[config.mk]
export PLATFORM = sky130hd
export DESIGN_NAME = puf_majority_voter_flat
export DESIGN_NICKNAME = d
export VERILOG_FILES = /design/src/rtl/puf_pkg.sv /design/src/rtl/puf_majority_voter_if.sv /design/src/rtl/puf_popcount.sv /design/src/rtl/puf_majority_voter.sv /design/src/flat_wrapper.sv
export SDC_FILE = /design/constraint.sdc
export NUM_CORES = 2
export LEC_CHECK = 0
export BUFFER_PORTS_ARGS = -buffer_cell sky130_fd_sc_hd__buf_2
export CAP_MARGIN = 20
export CORE_ASPECT_RATIO = 1.2
export CORE_UTILIZATION = 55
export DETAILED_ROUTE_END_ITERATION = 7
export MAX_ROUTING_LAYER = met4
export PLACE_DENSITY = 0.76
export SYNTH_ARGS = -nofsm -noshare
export SYNTH_HDL_FRONTEND = slang
export SYNTH_SLANG_ARGS = --single-unit
[constraint.sdc]
create_clock -name clk -period 22.6 [get_ports clk]
set_clock_uncertainty 0.1 [all_clocks]
set_input_delay 6.78 -clock clk [delete_from_list [all_inputs] [get_ports clk]]
set_output_delay 6.78 -clock clk [all_outputs]
set_load 0.1 [all_outputs]
[src/rtl/puf_pkg.sv]
// Shared definitions for the PUF majority-voter front end.
// Contents:
//   puf_state_e  controller state encoding
//   PUF_WIDTH    response width of the PUF datapath
//   DEF_*        default read count and read-timeout values
//   cnt_w_f      width of a counter that must hold 0..n
package puf_pkg;

  localparam int PUF_WIDTH     = 256;
  localparam int DEF_NUM_READS = 7;
  localparam int DEF_TIMEOUT   = 1024;

  typedef enum logic [2:0] {
    IDLE = 3'd0,
    REQ  = 3'd1,
    WAIT = 3'd2,
    VOTE = 3'd3,
    DONE = 3'd4,
    ERR  = 3'd5
  } puf_state_e;

  function automatic int cnt_w_f(input int n);
    return $clog2(n + 1);
  endfunction

endpackage

[src/rtl/puf_majority_voter_if.sv]
// Bus between the PUF majority voter, its controller and the raw PUF array.
// Signals:
//   enable        controller -> voter  level start/hold, drop to abort or acknowledge
//   puf_req       voter -> PUF         one-cycle read request
//   puf_valid     PUF -> voter         read-data strobe
//   puf_data      PUF -> voter         raw response
//   data_out      voter -> datapath    majority-voted response
//   unstable_mask voter -> controller  bits that did not read identically
//   unstable_cnt  voter -> controller  popcount of unstable_mask
//   done / error  voter -> controller  completion and read-timeout flags
// Modports: slave is the voter, master is the controller/PUF side.
interface puf_majority_voter_if
  import puf_pkg::*;
#(
  parameter int WIDTH = PUF_WIDTH
);
  logic                         enable;
  logic                         puf_req;
  logic                         puf_valid;
  logic [0:WIDTH-1]             puf_data;
  logic [0:WIDTH-1]             data_out;
  logic [0:WIDTH-1]             unstable_mask;
  logic [$clog2(WIDTH+1)-1:0]   unstable_cnt;
  logic                         done;
  logic                         error;

  modport master (
    output enable, puf_valid, puf_data,
    input  puf_req, data_out, unstable_mask, unstable_cnt, done, error
  );

  modport slave (
    input  enable, puf_valid, puf_data,
    output puf_req, data_out, unstable_mask, unstable_cnt, done, error
  );
endinterface

[src/rtl/puf_popcount.sv]
// Combinational population count of a bit vector, built as a balanced
// binary adder tree (leaves padded to a power of two with zeros).
// Ports:
//   i_bits   input vector
//   o_count  number of ones in i_bits
module puf_popcount #(
  parameter int WIDTH = 256,
  parameter int OUT_W = $clog2(WIDTH + 1)
) (
  input  logic [0:WIDTH-1] i_bits,
  output logic [OUT_W-1:0] o_count
);
  localparam int LEVELS = (WIDTH > 1) ? $clog2(WIDTH) : 0;
  localparam int LEAVES = 1 << LEVELS;

  always_comb begin : p_tree
    // Heap layout: node n has children 2n+1 and 2n+2; leaves occupy the tail.
    logic [OUT_W-1:0] w_node [0:2*LEAVES-2];
    for (int n = 0; n < 2*LEAVES-1; n++) w_node[n] = '0;
    for (int k = 0; k < WIDTH; k++) w_node[LEAVES-1+k] = OUT_W'(i_bits[k]);
    for (int n = LEAVES-2; n >= 0; n--) w_node[n] = w_node[2*n+1] + w_node[2*n+2];
    o_count = w_node[0];
  end
endmodule

[src/rtl/puf_majority_voter.sv]
// PUF majority voter: issues NUM_READS reads to the raw PUF array, counts
// ones per bit, then registers the per-bit majority as the response along
// with a mask/count of bits that did not read identically every time.
// Ports:
//   clk    rising-edge clock
//   reset  synchronous active-high reset
//   bus    puf_majority_voter_if.slave (enable, PUF request/data, results, flags)
module puf_majority_voter
  import puf_pkg::*;
#(
  parameter int WIDTH     = PUF_WIDTH,
  parameter int NUM_READS = DEF_NUM_READS,
  parameter int CNT_W     = cnt_w_f(NUM_READS),
  parameter int TIMEOUT   = DEF_TIMEOUT
) (
  input logic                 clk,
  input logic                 reset,
  puf_majority_voter_if.slave bus
);
  localparam int UCNT_W = $clog2(WIDTH + 1);
  localparam int TO_W   = (TIMEOUT > 1) ? $clog2(TIMEOUT) : 1;

  localparam logic [CNT_W-1:0] RD_LAST = CNT_W'(NUM_READS - 1);
  localparam logic [CNT_W-1:0] HALF    = CNT_W'(NUM_READS / 2);
  localparam logic [CNT_W-1:0] ALL     = CNT_W'(NUM_READS);
  localparam logic [TO_W-1:0]  TO_LAST = TO_W'(TIMEOUT - 1);

  puf_state_e r_state, w_next;

  logic [CNT_W-1:0]  r_read_cnt;
  logic [TO_W-1:0]   r_to_cnt;
  logic              r_puf_req;
  logic              r_done;
  logic              r_error;
  logic [0:WIDTH-1]  r_data_out;
  logic [0:WIDTH-1]  r_mask;
  logic [UCNT_W-1:0] r_ucnt;

  logic              w_clr;
  logic              w_acc;
  logic              w_vote;
  logic [0:WIDTH-1]  w_maj;
  logic [0:WIDTH-1]  w_unst;
  logic [UCNT_W-1:0] w_pop;

  // Next-state and per-cycle strobes. Abort (enable low) wins over a
  // simultaneous puf_valid so an abandoned read never touches the counters.
  always_comb begin
    w_next = r_state;
    w_clr  = 1'b0;
    w_acc  = 1'b0;
    w_vote = 1'b0;
    case (r_state)
      IDLE: begin
        if (bus.enable) begin
          w_clr  = 1'b1;
          w_next = REQ;
        end
      end
      REQ: begin
        w_next = bus.enable ? WAIT : IDLE;
      end
      WAIT: begin
        if (!bus.enable) begin
          w_next = IDLE;
        end else if (bus.puf_valid) begin
          w_acc  = 1'b1;
          w_next = (r_read_cnt == RD_LAST) ? VOTE : REQ;
        end else if (r_to_cnt == TO_LAST) begin
          w_next = ERR;
        end
      end
      VOTE: begin
        w_vote = 1'b1;
        w_next = DONE;
      end
      DONE, ERR: begin
        if (!bus.enable) w_next = IDLE;
      end
      default: w_next = IDLE;
    endcase
  end

  // Control registers. Flag outputs are registered from the next state so
  // they line up exactly with the state they describe.
  always_ff @(posedge clk) begin
    if (reset) begin
      r_state    <= IDLE;
      r_read_cnt <= '0;
      r_to_cnt   <= '0;
      r_puf_req  <= 1'b0;
      r_done     <= 1'b0;
      r_error    <= 1'b0;
    end else begin
      r_state   <= w_next;
      r_puf_req <= (w_next == REQ);
      r_done    <= (w_next == DONE) || (w_next == ERR);
      r_error   <= (w_next == ERR);

      if (w_clr)      r_read_cnt <= '0;
      else if (w_acc) r_read_cnt <= r_read_cnt + CNT_W'(1);

      if (w_clr || (r_state == REQ)) begin
        r_to_cnt <= '0;
      end else if ((r_state == WAIT) && bus.enable && !bus.puf_valid &&
                   (r_to_cnt != TO_LAST)) begin
        r_to_cnt <= r_to_cnt + TO_W'(1);
      end
    end
  end

  // Per-bit ones counters and their vote/stability decode. A counter sees
  // at most NUM_READS increments between clears, so it cannot wrap.
  for (genvar gi = 0; gi < WIDTH; gi++) begin : g_bit
    logic [CNT_W-1:0] r_cnt;
    always_ff @(posedge clk) begin
      if (reset)      r_cnt <= '0;
      else if (w_clr) r_cnt <= '0;
      else if (w_acc) r_cnt <= r_cnt + CNT_W'(bus.puf_data[gi]);
    end
    assign w_maj[gi]  = (r_cnt > HALF);
    assign w_unst[gi] = (r_cnt != '0) && (r_cnt != ALL);
  end

  puf_popcount #(
    .WIDTH (WIDTH),
    .OUT_W (UCNT_W)
  ) u_popcount (
    .i_bits  (w_unst),
    .o_count (w_pop)
  );

  // Result registers: only a completed vote updates them; abort and
  // timeout leave the previous response in place.
  always_ff @(posedge clk) begin
    if (reset) begin
      r_data_out <= '0;
      r_mask     <= '0;
      r_ucnt     <= '0;
    end else if (w_vote) begin
      r_data_out <= w_maj;
      r_mask     <= w_unst;
      r_ucnt     <= w_pop;
    end
  end

  assign bus.puf_req       = r_puf_req;
  assign bus.done          = r_done;
  assign bus.error         = r_error;
  assign bus.data_out      = r_data_out;
  assign bus.unstable_mask = r_mask;
  assign bus.unstable_cnt  = r_ucnt;
endmodule
[src/flat_wrapper.sv]
// flat-port wrapper written by rule: the top's interface ports become plain ports
module puf_majority_voter_flat import puf_pkg::*;
#(
  parameter int WIDTH     = PUF_WIDTH,
  parameter int NUM_READS = DEF_NUM_READS,
  parameter int CNT_W     = cnt_w_f(NUM_READS),
  parameter int TIMEOUT   = DEF_TIMEOUT
)
  (clk, reset, bus_enable, bus_puf_valid, bus_puf_data, bus_puf_req, bus_data_out, bus_unstable_mask, bus_unstable_cnt, bus_done, bus_error);
  puf_majority_voter_if #(.WIDTH(WIDTH)) bus_i ();
  input logic clk;
  input logic reset;
  input wire logic [$bits(bus_i.enable)-1:0] bus_enable;
  input wire logic [$bits(bus_i.puf_valid)-1:0] bus_puf_valid;
  input wire logic [$bits(bus_i.puf_data)-1:0] bus_puf_data;
  output wire logic [$bits(bus_i.puf_req)-1:0] bus_puf_req;
  output wire logic [$bits(bus_i.data_out)-1:0] bus_data_out;
  output wire logic [$bits(bus_i.unstable_mask)-1:0] bus_unstable_mask;
  output wire logic [$bits(bus_i.unstable_cnt)-1:0] bus_unstable_cnt;
  output wire logic [$bits(bus_i.done)-1:0] bus_done;
  output wire logic [$bits(bus_i.error)-1:0] bus_error;
  assign bus_i.enable = bus_enable;
  assign bus_i.puf_valid = bus_puf_valid;
  assign bus_i.puf_data = bus_puf_data;
  assign bus_puf_req = bus_i.puf_req;
  assign bus_data_out = bus_i.data_out;
  assign bus_unstable_mask = bus_i.unstable_mask;
  assign bus_unstable_cnt = bus_i.unstable_cnt;
  assign bus_done = bus_i.done;
  assign bus_error = bus_i.error;
  puf_majority_voter #(.WIDTH(WIDTH), .NUM_READS(NUM_READS), .CNT_W(CNT_W), .TIMEOUT(TIMEOUT)) u_core (.clk(clk), .reset(reset), .bus(bus_i));
endmodule
Yosys cells after proc, flatten, opt, wreduce, memory -nomap -nowiden
Index checks and enable logic that the tools add are counted.

Equality and inequality tests: 267. Reduce and logical (&&, ||, !) cells: 522. Multiplexer cells: 14. $add $sub $neg: 513. Order comparisons: 256.

Operators with widths (count): 3-bit by 1-bit adder with 3-bit output (256); 3-bit by 2-bit > comparator with 1-bit output (second input constant) (256); 3-bit inequality test (second input constant) (256); 3-bit nonzero test (256); 1-bit logical AND (259); 1-bit by 1-bit adder with 2-bit output (128); 2-bit by 2-bit adder with 3-bit output (63); 3-bit by 3-bit adder with 4-bit output (31); 4-bit by 4-bit adder with 5-bit output (15); 5-bit by 5-bit adder with 6-bit output (7); 6-bit by 6-bit adder with 7-bit output (3); 3-bit == test (second input constant) (5); 3-bit 2-to-1 mux (5); 3-bit case mux with 5 select lines (1); 10-bit by 1-bit adder with 10-bit output (second input constant) (1); 10-bit == test (second input constant) (1); 10-bit inequality test (second input constant) (1); 2-bit by 9-bit adder with 9-bit output (1); 3-bit by 9-bit adder with 9-bit output (1); 4-bit by 9-bit adder with 9-bit output (1); 5-bit by 9-bit adder with 9-bit output (1); 6-bit by 9-bit adder with 9-bit output (1); 7-bit by 9-bit adder with 9-bit output (1); 8-bit by 9-bit adder with 9-bit output (1); other kinds (10) (21).

Register bits: 1308. Logic and storage cells: 1837.

Longest topological paths before layout
Depth after elaboration: 10. Gate-level depth with buffers: 29.

Hierarchy
Synthesis repeated with hierarchy kept, for this count alone.

Cell total of the unflattened synthesis: 7711. Area, all modules: 64266.6 um2.

Modules (own cells, without submodules): puf_majority_voter (cells each 6983, area an instance 56660.6 um2, times used 1); puf_popcount (cells each 728, area an instance 7606.0 um2, times used 1).

Worst setup path before layout
No wires, ideal clock.

Path type: input -> register. From: input port bus_enable. To: register u_core.g_bit[0].r_cnt[2]. Required time: 22386 ps. Library setup time: 114 ps. Cell stages on the path: 6. Slack: 14538 ps. Buffers on the path: 3. Arrival: 7848 ps. Path through: or4b_1 -> nand2_1 -> buf_6 -> buf_6 -> buf_6 -> nor2_1.

Cells in the longest elaborated chain, start to end: 3. Elaborated cells on any way between the ends: 5. Classes of those cells: 4 x mux; 1 x reduce/logical.

Ends and longest elaborated chain: from (decl) (RTL line flat_wrapper.sv:13) `input wire logic [$bits(bus_i.enable)-1:0] bus_enable;`; 1-bit 2-to-1 mux (RTL line puf_majority_voter.sv:55) `if (bus.enable) begin`; 1-bit 2-to-1 mux (RTL line puf_majority_voter.sv:53) `case (r_state)`; 2-bit OR reduction (no source line); to (signal assigned) (RTL line puf_majority_voter.sv:119) `else if (w_acc) r_cnt <= r_cnt + CNT_W'(bus.puf_data[gi]);`; to (decl) (RTL line puf_majority_voter.sv:115) `logic [CNT_W-1:0] r_cnt;`.

Several ways; a longest one is shown, not always the timed one. A chain may end at the register's enable or synchronous reset.

Final worst setup path
From: input port bus_enable. To: register u_core.g_bit[42].r_cnt[1].

Cells in the longest elaborated chain, start to end: 3. Elaborated cells on any way between the ends: 5. Classes of those cells: 4 x mux; 1 x reduce/logical.

Ends and longest elaborated chain (RTL line): 1-bit 2-to-1 mux (puf_majority_voter.sv:55); 1-bit 2-to-1 mux (puf_majority_voter.sv:53); 2-bit OR reduction (no source line); to (signal assigned) (puf_majority_voter.sv:119); to (decl) (puf_majority_voter.sv:115).

Several ways; a longest one is shown, not always the timed one.

==> flow_metrics.py <==
metrics = {
    "run_status": {
        "status": "finished with violations",
        "violations": "max-slew violations",
    },
    "sta": {
        "slew_violations": 71,
        "hold_slack_ps": 349.3,
        "finalCriticalPeriod_ps": 11150,
        "rsz0062_at_grt": "no",
        "setup_viol": 0,
        "fin_crit_sh_pct": 49.34,
        "setup_tns_ps": 0,
        "fmax_mhz": 89.67,
        "hold_viol": 0,
        "relSlewSlack_pct": -10.35,
        "worstMarginPinSlew_ps": 1655,
    },
    "power": {
        "vdd_drop_max_mv": 0.06563,
        "p_seq_share_pct": 49.7,
        "clockPowerShare_pct": 46.8,
        "switching_share_pct": 22.84,
        "power.density_nw_per_um2": 64.87,
        "p_sw_mw": 1.062,
        "p_leak_nw": 31.44,
        "internal-power_mw": 3.587,
        "pwr-share-comb_pct": 3.5,
    },
    "cells_and_area": {
        "fin_nets": 9112,
        "multiInputGateArea_um2": 33980,
        "area_growth_pct": 13.17,
        "nFillCells": 9913,
        "drive_gt1_share_pct": 12.63,
        "postLayoutCellArea_um2": 71660,
        "seqCellArea_um2": 26190,
    },
    "die": {
        "core.rowCount": 136,
        "start_util_pct": 55.38,
        "die_area_um2": 116500,
        "fp.dieH_um": 373.7,
        "die_x_um": 311.7,
        "pin_count": 784,
        "core_area_um2": 114400,
    },
    "logic_synthesis": {
        "syn-cell-area_um2": 63320,
        "synth_flop_cell": "dfxtp_1",
        "syn_avg_cell_area_um2": 8.399,
        "synth_edf_count": 0,
        "synthDistinctLibCells": 52,
        "netlist.top_cell.by_area": "dfxtp_1",
        "synth.area.top_cells": "dfxtp_1 41%, nand2_1 12%, ha_1 11%, a21oi_1 8.1%, fa_1 7.7%",
        "synth_seq_cells": 1308,
        "ys_seq_area_share_pct": 41.35,
        "async_flop_share_pct": 0,
        "synth_nets": 8595,
        "synth_top_cell_area_share_pct": 41.35,
        "postSynthCellCount": 7539,
        "synth_warnings": 0,
    },
    "clock_network": {
        "clock_path_buffers": 3,
        "htree_levels": 4,
        "clock_latency_ps": 780,
        "cts_made_buffers": 131,
        "cts.sinks": 1308,
        "root_buffer": "clkbuf_16",
        "clk_pin_slew_ps": 60,
        "ctsResizeCount": 0,
        "cts_setup_buffers": 0,
        "cts.hold.buffers_added": 0,
        "cts_tree": "built",
    },
    "placement": {
        "placed_cell_area_um2": 67300,
        "portBuffers": 783,
        "hpwl_um": 132600,
        "place_congestion": 0.9083,
    },
    "global_route": {
        "globalRouteMet1Util_pct": 39.73,
        "grt_pass1_vias": 50440,
        "grt_max_degree": 247,
        "grt_busiest_layer": "met2",
        "track_usage_pct": 32.56,
        "overflow": 0,
        "met3_usage_pct": 4.729,
        "antenna_found_initial": 34,
        "grt_pass1_wl_um": 286400,
        "grtUsageMet2_pct": 51.58,
    },
    "setup_path": {
        "ff2ff_path_depth": 22,
        "r2r-end": "u_core.bus.unstable_cnt[8]$_SDFFE_PP0P_",
        "crit_fanout": 136,
        "crit_type": "input pin to flip-flop",
        "worstSetupEndpoint": "u_core.g_bit[42].r_cnt[1]$_SDFFE_PP0P_",
        "arrival_ps": 11720,
        "required_ps": 23170,
        "rrSetupSlack_ps": 13480,
        "critPathCaptureType": "flip-flop",
        "cp-startpoint": "bus_enable",
        "worst_setup_path_start_kind": "input pin",
        "r2r_start": "u_core.g_bit[80].r_cnt[2]$_SDFFE_PP0P_",
    },
    "detailed_routing": {
        "drt_iter0_markers": 4395,
        "firstDrtPassIters": 6,
        "wirelength_um": 189800,
        "drc_errors": 0,
        "ant_nets": 0,
        "viasPerCell": 5.601,
        "vias": 54330,
        "wl_per_cell_um": 19.57,
    },
    "flow_run": {
        "drv_cap": 0,
    },
    "worst_hold_path": {
        "hp-class": "flip-flop to flip-flop",
    },
}
-- cell usage in the layout (no fill, tap or decap), types with 29 or more instances in the layout --
master / Yosys / routed
diode_2: 0 / 33
nand2_1: 2058 / 2057
clkbuf_1: 178 / 31
clkbuf_8: 0 / 29
nor2_1: 433 / 433
clkbuf_16: 0 / 133
or3_1: 99 / 99
nor3_1: 170 / 170
dfxtp_1: 1308 / 1308
inv_1: 251 / 251
buf_2: 147 / 781
xor2_1: 259 / 259
and3_1: 166 / 166
ha_1: 554 / 554
fa_1: 242 / 242
a21oi_1: 1031 / 1031
nand3_1: 449 / 449
-- flip-flops by register name (all words and copies together) (netlist names) --
name	flops
u_core.g_bit.r_cnt	768
u_core.bus.data_out	256
u_core.bus.unstable_mask	256
u_core.r_to_cnt	10
u_core.bus.unstable_cnt	9
u_core.r_read_cnt	3
u_core.r_state	3
u_core.bus.done	1
u_core.bus.error	1
u_core.bus.puf_req	1
-- metrics by stage --
step	power, mW	setup WS [ps]	utilization [%]	instances
after CTS	4.671	11520	62.56	9665
after global placement	2.519	10830	58.83	9438
after floorplan	2.456	14540	-	7539
after detailed placement	2.520	10740	58.86	9439
final	4.649	11450	62.67	9700
after global routing	4.772	11140	62.67	9699
-- worst min path at each step --
stage	start	end	slack [ps]	depth (start not counted)
final	u_core.bus.data_out[246]$_SDFFE_PP0P_	u_core.bus.data_out[246]$_SDFFE_PP0P_	350	2
after global routing	u_core.bus.unstable_mask[10]$_SDFFE_PP0P_	u_core.bus.unstable_mask[10]$_SDFFE_PP0P_	360	2
after CTS	u_core.bus.data_out[243]$_SDFFE_PP0P_	u_core.bus.data_out[243]$_SDFFE_PP0P_	350	2
after detailed placement	u_core.bus.data_out[161]$_SDFFE_PP0P_	u_core.bus.data_out[161]$_SDFFE_PP0P_	340	2
after global placement	u_core.bus.data_out[5]$_SDFFE_PP0P_	u_core.bus.data_out[5]$_SDFFE_PP0P_	340	2
after floorplan	u_core.r_to_cnt[1]$_SDFFE_PP0P_	u_core.r_to_cnt[1]$_SDFFE_PP0P_	360	2
-- Yosys cell counts, types with 2 or more instances --
library cell	number
nand2_1	2058
a211oi_1	6
and2_0	2
buf_4	48
nand3b_1	3
a221oi_1	2
o31a_1	2
inv_1	251
nor2b_1	8
o21a_1	7
fa_1	242
clkbuf_1	178
nand3_1	449
ha_1	554
nor3_1	170
a21oi_1	1031
or2_2	2
xor2_1	259
buf_1	30
o31ai_1	3
a31oi_1	2
and3_1	166
o211ai_1	7
and2_1	3
buf_6	33
nor2_1	433
a31o_2	2
or4_1	3
o21ai_0	11
dfxtp_1	1308
buf_2	147
or3_1	99
-- metal layers --
layer	part of all wire [%]	routed length, um	up-vias
li1	-	-	25890
met1	41	77130	26190
met2	47	90070	1841
met3	6.1	11490	410
met4	5.8	11090	0
met5	0	0	-
-- kinds of logic after synthesis --
group           after synthesis  synth area share, %
compound gates             1076                8.690
xor+xnor                    260                3.596
fa+ha+maj                   796                18.60
buf+inv                     687                5.039
flops                      1308                41.35
simple gates               3412                22.73
-- area by class of cell --
cell class	count	share of cell area, %
multi-input cells	5544	47.41
flip-flops and latches	1308	36.54
repair buffers	820	6.062
clock buffers	193	5.364
well taps	1518	2.650
inverters	251	1.315
clock inverters	33	0.5412
diodes	33	0.1152
-- worst max-delay path: stages --
cell      delay (ps)
buf_2            130
and4bb_4         410
nand2_8          630
buf_4            890
buf_4            720
buf_4            600
buf_4            860
nand2_1          220
a21oi_1          200
-- power groups by stage --
stage / Combinational, mW / Sequential (mW) / Clock (mW)
6_report: 0.163 / 2.31 / 2.18
4_1_cts: 0.161 / 2.31 / 2.20
3_3_place_gp: 0.159 / 2.36 / 0
3_5_place_dp: 0.161 / 2.36 / 0
2_1_floorplan: 0.0951 / 2.36 / 0
5_1_grt: 0.175 / 2.31 / 2.29
(Power assumes the default switching activity.)
